--- config.mk ---
export PLATFORM = sky130hd
export DESIGN_NAME = display_scanner
export DESIGN_NICKNAME = d
export VERILOG_FILES = /design/src/rtl/display_pkg.sv /design/src/rtl/scan_tick_gen.sv /design/src/rtl/display_scanner.sv
export SDC_FILE = /design/constraint.sdc
export NUM_CORES = 1
export LEC_CHECK = 0
export ABC_AREA = 1
export CELL_PAD_IN_SITES_DETAIL_PLACEMENT = 1
export CELL_PAD_IN_SITES_GLOBAL_PLACEMENT = 2
export CORE_AREA = 2 2 92 76
export CTS_CLUSTER_DIAMETER = 80
export CTS_CLUSTER_SIZE = 16
export DETAILED_ROUTE_END_ITERATION = 12
export DIE_AREA = 0 0 94 78
export DONT_BUFFER_PORTS = 1
export HOLD_SLACK_MARGIN = 0.1
export PLACE_DENSITY_LB_ADDON = 0.1
export SYNTH_ARGS = -nofsm -noshare
export SYNTH_HDL_FRONTEND = slang
export SYNTH_SLANG_ARGS = --single-unit
--- constraint.sdc ---
create_clock -name clk -period 3.4 [get_ports clk]
set_clock_uncertainty 0.15 [all_clocks]
set_input_delay 0.17 -clock clk [delete_from_list [all_inputs] [get_ports clk]]
set_output_delay 0.17 -clock clk [all_outputs]
set_load 0.02 [all_outputs]
--- src/rtl/display_pkg.sv ---
// ---------------------------------------------------------------------------
// display_pkg
// Shared types and width helpers for the display scanner.
//   slot_state_t : phase within one digit slot (blanked gap, then digit shown)
//   nibble_t     : one hex digit
//   cnt_w()      : slot counter width for a given PRESCALE
//   idx_w()      : digit index width for a given NUM_DIGITS
// ---------------------------------------------------------------------------
package display_pkg;

    typedef enum logic {
        GAP  = 1'b0,
        SHOW = 1'b1
    } slot_state_t;

    typedef logic [3:0] nibble_t;

    // Width that holds 0..prescale-1 (CNT_W); never below one bit.
    function automatic int cnt_w(input int prescale);
        return (prescale > 1) ? $clog2(prescale) : 1;
    endfunction

    // Width that holds 0..num_digits-1 (IDX_W); never below one bit.
    function automatic int idx_w(input int num_digits);
        return (num_digits > 1) ? $clog2(num_digits) : 1;
    endfunction

endpackage

--- src/rtl/scan_tick_gen.sv ---
// ---------------------------------------------------------------------------
// scan_tick_gen
// Slot prescaler and digit-index counter for the display scanner.
// Ports:
//   i_clk        system clock, rising edge
//   i_rst_n      asynchronous active-low reset
//   o_cnt        position inside the current digit slot, 0..PRESCALE-1
//   o_index      digit currently being scanned, 0..NUM_DIGITS-1
//   o_in_gap     slot is in its blanked lead-in (cnt < GAP_CYCLES)
//   o_slot_last  last cycle of the current slot
//   o_frame_last last cycle of the last digit's slot (frame boundary)
// ---------------------------------------------------------------------------
module scan_tick_gen
    import display_pkg::*;
#(
    parameter int PRESCALE   = 1000,
    parameter int GAP_CYCLES = 16,
    parameter int NUM_DIGITS = 4,
    localparam int CNT_W     = cnt_w(PRESCALE),
    localparam int IDX_W     = idx_w(NUM_DIGITS)
) (
    input  logic             i_clk,
    input  logic             i_rst_n,
    output logic [CNT_W-1:0] o_cnt,
    output logic [IDX_W-1:0] o_index,
    output logic             o_in_gap,
    output logic             o_slot_last,
    output logic             o_frame_last
);

    logic [CNT_W-1:0] r_cnt;
    logic [IDX_W-1:0] r_index;
    logic             w_slot_last;
    logic             w_index_last;

    assign w_slot_last  = (r_cnt == CNT_W'(PRESCALE - 1));
    assign w_index_last = (r_index == IDX_W'(NUM_DIGITS - 1));

    always_ff @(posedge i_clk or negedge i_rst_n) begin
        if (!i_rst_n) begin
            r_cnt   <= '0;
            r_index <= '0;
        end else if (w_slot_last) begin
            r_cnt   <= '0;
            // NUM_DIGITS need not be a power of two, so wrap explicitly.
            r_index <= w_index_last ? '0 : r_index + 1'b1;
        end else begin
            r_cnt   <= r_cnt + 1'b1;
        end
    end

    // With no gap the compare against zero would be constant-false.
    generate
        if (GAP_CYCLES > 0) begin : g_gap
            assign o_in_gap = (r_cnt < CNT_W'(GAP_CYCLES));
        end else begin : g_no_gap
            assign o_in_gap = 1'b0;
        end
    endgenerate

    assign o_cnt        = r_cnt;
    assign o_index      = r_index;
    assign o_slot_last  = w_slot_last;
    assign o_frame_last = w_slot_last && w_index_last;

endmodule

--- src/rtl/display_scanner.sv ---
// ---------------------------------------------------------------------------
// display_scanner
// Time-multiplexes an N-digit hex word onto one shared seven-segment decoder
// and a one-hot digit-select bus, with a blanked gap at the start of every
// digit slot. New data is staged in a shadow register and promoted to the
// displayed (active) register only at a frame boundary.
//
// Ports:
//   clk          system clock, rising edge
//   reset_n      asynchronous active-low reset
//   data_in      hex word, digit 0 = data_in[3:0] = rightmost
//   load         1-cycle strobe capturing data_in
//   display_on   0 forces blank output; scanning keeps running
//   digit_value  nibble to the decoder value input
//   digit_blank  decoder blank input
//   digit_sel    one-hot digit enable, one cycle behind digit_value
//   frame_start  pulse in the first cycle of digit 0's slot
//   pending      loaded data waiting for the next frame boundary
//
// Build option:
//   DISPLAY_SCANNER_LZB_EN  leading-zero blanking (digits above the most
//                           significant nonzero digit stay dark; digit 0
//                           is always shown)
// ---------------------------------------------------------------------------
module display_scanner
    import display_pkg::*;
#(
    parameter int NUM_DIGITS = 4,
    parameter int PRESCALE   = 1000,
    parameter int GAP_CYCLES = 16
) (
    input  logic                    clk,
    input  logic                    reset_n,
    input  logic [4*NUM_DIGITS-1:0] data_in,
    input  logic                    load,
    input  logic                    display_on,
    output logic [3:0]              digit_value,
    output logic                    digit_blank,
    output logic [NUM_DIGITS-1:0]   digit_sel,
    output logic                    frame_start,
    output logic                    pending
);

    localparam int CNT_W = cnt_w(PRESCALE);
    localparam int IDX_W = idx_w(NUM_DIGITS);

    logic [CNT_W-1:0]        w_cnt;
    logic [IDX_W-1:0]        w_index;
    logic                    w_in_gap;
    logic                    w_slot_last;
    logic                    w_frame_last;
    logic                    w_unused_slot_last;

    logic [4*NUM_DIGITS-1:0] r_shadow;
    logic [4*NUM_DIGITS-1:0] r_active;
    logic                    r_pending;

    logic [3:0]              r_value;
    logic                    r_blank;
    logic [NUM_DIGITS-1:0]   r_sel_pre;
    logic [NUM_DIGITS-1:0]   r_sel;
    logic                    r_frame_start;

    slot_state_t             w_slot;
    nibble_t                 w_nib;
    logic [NUM_DIGITS-1:0]   w_onehot;
    logic [NUM_DIGITS-1:0]   w_show_mask;
    logic                    w_digit_shown;
    logic                    w_lit;

    scan_tick_gen #(
        .PRESCALE   (PRESCALE),
        .GAP_CYCLES (GAP_CYCLES),
        .NUM_DIGITS (NUM_DIGITS)
    ) u_tick (
        .i_clk        (clk),
        .i_rst_n      (reset_n),
        .o_cnt        (w_cnt),
        .o_index      (w_index),
        .o_in_gap     (w_in_gap),
        .o_slot_last  (w_slot_last),
        .o_frame_last (w_frame_last)
    );

    // Slot boundaries inside a frame need no action here.
    assign w_unused_slot_last = w_slot_last;

    // Shadow/active double buffer: a frame never mixes old and new digits.
    always_ff @(posedge clk or negedge reset_n) begin
        if (!reset_n) begin
            r_shadow  <= '0;
            r_active  <= '0;
            r_pending <= 1'b0;
        end else begin
            if (load) begin
                r_shadow <= data_in;
            end
            if (w_frame_last) begin
                // A load landing on the boundary bypasses the shadow.
                if (load) begin
                    r_active <= data_in;
                end else if (r_pending) begin
                    r_active <= r_shadow;
                end
                r_pending <= 1'b0;
            end else if (load) begin
                r_pending <= 1'b1;
            end
        end
    end

`ifdef DISPLAY_SCANNER_LZB_EN
    // Scan from the top digit down; everything from the first nonzero digit
    // downward is shown. Depends only on r_active, so it moves per frame.
    logic w_seen;
    always_comb begin
        w_seen      = 1'b0;
        w_show_mask = '0;
        for (int i = NUM_DIGITS - 1; i >= 0; i--) begin
            if (r_active[i*4 +: 4] != 4'h0) begin
                w_seen = 1'b1;
            end
            w_show_mask[i] = w_seen || (i == 0);
        end
    end
`else
    assign w_show_mask = '1;
`endif

    always_comb begin
        w_nib         = '0;
        w_onehot      = '0;
        w_digit_shown = 1'b0;
        for (int i = 0; i < NUM_DIGITS; i++) begin
            if (w_index == IDX_W'(i)) begin
                w_nib         = r_active[i*4 +: 4];
                w_onehot[i]   = 1'b1;
                w_digit_shown = w_show_mask[i];
            end
        end
    end

    assign w_slot = w_in_gap ? GAP : SHOW;
    assign w_lit  = (w_slot == SHOW) && display_on && w_digit_shown;

    // digit_sel goes through one extra stage to line up with the decoder's
    // own output register.
    always_ff @(posedge clk or negedge reset_n) begin
        if (!reset_n) begin
            r_value       <= '0;
            r_blank       <= 1'b1;
            r_sel_pre     <= '0;
            r_sel         <= '0;
            r_frame_start <= 1'b0;
        end else begin
            r_value       <= (w_slot == SHOW) ? w_nib : 4'h0;
            r_blank       <= !w_lit;
            r_sel_pre     <= w_lit ? w_onehot : '0;
            r_sel         <= r_sel_pre;
            r_frame_start <= (w_cnt == '0) && (w_index == '0);
        end
    end

    assign digit_value = r_value;
    assign digit_blank = r_blank;
    assign digit_sel   = r_sel;
    assign frame_start = r_frame_start;
    assign pending     = r_pending;

endmodule

== Yosys cells after proc, flatten, opt, wreduce, memory -nomap -nowiden ==
Index checks and enable logic that the tools add are counted.

* Flip-flop bits (word level): 59
* Output and inout port bits: 11
* Logic and storage cells: 47

* Add/sub/neg operators: 2
* Reduce and logical (&&, ||, !) cells: 10
* Muxes and demuxes: 20
* Eq/ne operators: 4
* $lt $le $gt $ge: 1

{| class="wikitable"
|+ Operators with widths
! operator !! number
|-
| $mux 16 || 2
|-
| $mux 4 || 6
|-
| $add 10x1->10 const B || 1
|-
| $eq 10x10->1 const B || 1
|-
| $logic_not 10->1 || 1
|-
| $lt 10x5->1 const B || 1
|-
| $mux 1 || 10
|-
| $mux 10 || 1
|-
| $eq 2x2->1 const B || 2
|-
| $logic_and 1x1->1 || 4
|-
| $reduce_bool 2->1 || 2
|-
| $add 2x1->2 const B || 1
|-
| $eq 2x1->1 const B || 1
|-
| $logic_not 2->1 || 1
|-
| $mux 2 || 1
|-
| $reduce_and 2->1 || 1
|-
| $logic_not 1->1 || 1
|}

== Logic depth before layout (Yosys ltp) ==
* Depth in word-level cells: 7
* Depth in mapped cells: 8
* Gate-level depth less buffers: 7

== Modules after synthesis ==
From an unflattened synthesis, not the netlist that was laid out.

* Cell total of the unflattened synthesis: 277
* Area, all modules: 2532.4 um^2

{| class="wikitable"
|+ By module, submodules not included
! module !! cells an instance !! area an instance (um^2) !! times used
|-
| display_scanner || 202 || 1909.3 || 1
|-
| scan_tick_gen || 75 || 623.1 || 1
|}

== Least setup slack after synthesis ==
No wires, ideal clock.

* Path type: register to register
* Start: register u_tick.r_cnt[0], in the netlist u_tick.o_cnt[0]
* End: register r_active[0]
* Slack: 1.892 ns
* Data required time: 3.132 ns
* Library setup time: 0.118 ns
* Clock period less this slack: 1.508 ns
* Data arrival time: 1.240 ns
* Stages on the path, launching flop included: 8
* Cells stage by stage: dfrtp_1 > ha_1 > nand3_1 > nor2_1 > nand4_4 > buf_6 > nand2_1 > nand2_1

* Cells in the longest elaborated chain, start to end: 3

{| class="wikitable"
|+ RTL lines
! what !! RTL line !! source
|-
| from (decl) || scan_tick_gen.sv:31 || <nowiki>logic [CNT_W-1:0] r_cnt;</nowiki>
|-
| from (signal assigned) || scan_tick_gen.sv:48 || <nowiki>r_cnt <= r_cnt + 1'b1;</nowiki>
|-
| $eq 10x10->1 || scan_tick_gen.sv:36 || <nowiki>assign w_slot_last = (r_cnt == CNT_W'(PRESCALE - 1));</nowiki>
|-
| $logic_and 1x1->1 || scan_tick_gen.sv:64 || <nowiki>assign o_frame_last = w_slot_last && w_index_last;</nowiki>
|-
| $reduce_and 2->1 (no line) || n/a ||
|-
| to (signal assigned) || display_scanner.sv:101 || <nowiki>r_active <= data_in;</nowiki>
|-
| to (signal assigned) || display_scanner.sv:103 || <nowiki>r_active <= r_shadow;</nowiki>
|-
| to (decl) || display_scanner.sv:55 || <nowiki>logic [4*NUM_DIGITS-1:0] r_active;</nowiki>
|}

No other way between the ends.
A chain may end at the register's enable or synchronous reset.

== Worst setup path in the final report ==
* Start: register u_tick.r_index[0], in the netlist u_tick.o_index[0]
* End: register r_value[2], in the netlist digit_value[2]

* Cells in the longest elaborated chain, start to end: 6
* Elaborated cells between the ends (all ways): 9
* Classes of those cells: 3 x eq/ne; 5 x mux; 1 x reduce/logical

{| class="wikitable"
|+ RTL lines
! what !! RTL line !! source
|-
| from (decl) || scan_tick_gen.sv:32 || <nowiki>logic [IDX_W-1:0] r_index;</nowiki>
|-
| from (signal assigned) || scan_tick_gen.sv:46 || <nowiki>r_index <= w_index_last ? '0 : r_index + 1'b1;</nowiki>
|-
| $logic_not 2->1 || display_scanner.sv:135 || <nowiki>if (w_index == IDX_W'(i)) begin</nowiki>
|-
| $mux 4 (3 in a row) || display_scanner.sv:135 ||
|-
| $mux 4 (*) || display_scanner.sv:135 ||
|-
| $mux 4 (*) || display_scanner.sv:156 || <nowiki>r_value <= (w_slot == SHOW) ? w_nib : 4'h0;</nowiki>
|-
| to (signal assigned) || display_scanner.sv:156 ||
|-
| to (decl) || display_scanner.sv:58 || <nowiki>logic [3:0] r_value;</nowiki>
|}

Every way passes the cells marked *; elsewhere a longest branch is shown, timed or not.

==> out/metrics.cfg <==
[clocking]
tritoncts = done
numCtsBuffers = 9
clock_sinks = 59
htree_levels = 3
insertion_delay_ns = 0.33
post_cts_buffers = 0
cts.path.max_buffers = 2
clk_pin_slew_ns = 0.07
root_buffer = clkbuf_8

[timing]
max_freq_mhz = 473
finalHoldViolCount = 0
setup-tns-final_ns = 0
drv_slew = 0
setup_viol = 0
fin_ws_ns = 1.29
relSlewSlack_pct = 38.1
tightest_slew_ns = 0.928
rsz0062_at_grt = no
timing.hold.ws_ns = 0.130
fin_crit_ns = 2.11
fin_crit_sh_pct = 62.2

[drt]
drc = 0
drt-initial-drc-count = 108
viasPerCell = 4.96
dr.pass1.iters = 4
dr_total_vias = 1953
routed_wl_mm = 6.39
wl_per_cell_microns = 16.2
drtAntennaViolNets = 0

[yosys]
ys_ff_latch = 59
syn_avg_cell_area_sq_um = 8.98
synth_seq_area_share_pct = 58.1
netlist_instances = 283
ys_warn_count = 0
synth_nets = 309
yosysUniqueCellTypes = 22
synth_largest_area_cell = dfrtp_1
synth_top_cells_by_area = dfrtp_1 (57%), nand2_1 (16%), nand4_1 (4.4%), nor2_1 (3.4%), inv_1 (3.1%)
yosysTopAreaCellShare_pct = 57.1
synth_area_sq_um = 2540

[setup_path]
reg2reg_from = u_tick.o_index[0]$_DFFE_PN0N_
crit_required_ns = 3.45
cp-end-kind = register
ff2ff_path_depth = 4
cp.arrival_ns = 2.16
worstSetupEndpoint = digit_value[2]$_DFF_PN0_
startpoint = u_tick.o_index[0]$_DFFE_PN0N_
start_kind = register
crit_type = reg -> reg
crit_path_max_fanout = 22
rr_endpoint = digit_value[2]$_DFF_PN0_
r2r_slack_ns = 1.29

[min_path]
hold_start = load
hp-class = in -> reg

[die]
die_area_sq_um = 7330
fp.dieW_microns = 94
core_area_sq_um = 6340
start_util_pct = 40.1
ios = 31
num_rows = 26
fp.dieH_microns = 78

[pwr]
max-vdd-ir-drop_uv = 261
power_mw = 1.42
leakage_nw = 1.54
power_density_nw_per_um2 = 475

[global_routing]
antenna_found_initial = 0
grt_pass1_wl_mm = 10.7
grt_pass1_vias = 2084
grtUsageTotal_pct = 19.2
globalRouteOverflowTotal = 0
grt_max_degree = 60

[status]
status = complete, no violations

[run]
drv_cap = 0

[final_layout]
fillers = 746
layoutNonFillerInstCount = 394
syn2layout_area_growth_pct = 17.8
n_antenna_cell = 0
drive_gt1_share_pct = 6.77
fin_util_pct = 47.2
fin_area_sq_um = 3000
fin_nets = 331

[place]
hpwl_mm = 4.16
dp.cells = 358
placed_area_sq_um = 2580
numPortBuffers = 0
place_ws_ns = 1.38
globalplace.congestion = 0.776

[where the power goes]
part | switching, mW | internal (mW) | leakage (nW)
logic | 0.0396 | 0.0259 | 0.672
registers | 0.00702 | 0.721 | 0.768
clock network | 0.274 | 0.355 | 0.0991
total | 0.321 | 1.10 | 1.54
[cell usage after synthesis, drive strengths merged]
library cell and instances:
nand2 106, dfrtp 58, nor2 24, inv 21, nand4 19, o21ai 11, a21oi 10, buf 8
ha 6, nand3 6, nor3 4, o211ai 3, clkbuf 2, xor2 2, a31oi 1, dfstp 1
or2 1
[sequential cells by signal (all words and copies together) (netlist names)]
name            count
r_active           16
r_shadow           16
u_tick.o_cnt       10
digit_sel           4
digit_value         4
r_sel_pre           4
u_tick.o_index      2
digit_blank         1
frame_start         1
pending             1
[worst min path at each step]
stage                                    end  slack [ns]  cells past startpoint
CTS                 r_shadow[13]$_DFFE_PN0P_        0.13                      3
global placement     r_shadow[3]$_DFFE_PN0P_       -0.27                      0
finish               r_shadow[6]$_DFFE_PN0P_        0.13                      3
global route         r_shadow[8]$_DFFE_PN0P_        0.18                      3
detailed placement   r_shadow[3]$_DFFE_PN0P_       -0.27                      0
floorplan             digit_sel[0]$_DFF_PN0_       -0.28                      0
[area by class of cell]
cell class | count | area, sq um | area share, %
timing repair buffer | 21 | 225 | 7.52
sequential | 59 | 1480 | 49.3
multi-input combinational | 193 | 915 | 30.5
inverter | 21 | 78.8 | 2.63
clock buffer | 11 | 141 | 4.72
tap | 84 | 105 | 3.51
clock inverter | 5 | 52.6 | 1.75
[worst max-delay path: stages (launching register included)]
cell and delay (ns):
dfrtp_1 0.39, ha_1 0.79, inv_1 0.34, o21ai_0 0.25, a21oi_1 0.06
[cells by family (layout without fill, tap and decap cells)]
kind of cell	after synthesis	after routing	synth area share, %
buffers and inverters	31	58	5.91
adder cells (fa/ha/maj)	6	6	2.95
AND/OR/NAND/NOR	160	160	27.1
AO/OA/AOI/OAI	25	25	5.27
XOR/XNOR	2	2	0.689
flip-flops	59	59	58.1
[layer usage]
layer	vias up	global-route usage, %	share of wire [%]
li1	950	-	-
met1	959	26.8	50
met2	34	29.1	45
met3	10	4.95	3.5
met4	0	6.52	1.4
met5	-	0	0
[cell usage in the layout (no fill, tap or decap), drive strengths merged]
cell type	instances
dlygate4sd3	19
or2	1
inv	21
nor2	24
o21ai	11
nor3	4
nand4	19
nand2	106
xor2	2
bufinv	1
ha	6
clkinvlp	1
a21oi	10
clkbuf	11
o211ai	3
buf	2
clkinv	3
dfrtp	58
a31oi	1
nand3	6
dfstp	1
[what timing repair did]
item | CTS | global route
gates resized for setup | 0 | 0
endpoints found under the setup margin | 0 | 0
hold endpoints to repair | 96 | 0
hold buffers | 20 | 0
(Power assumes the default switching activity.)
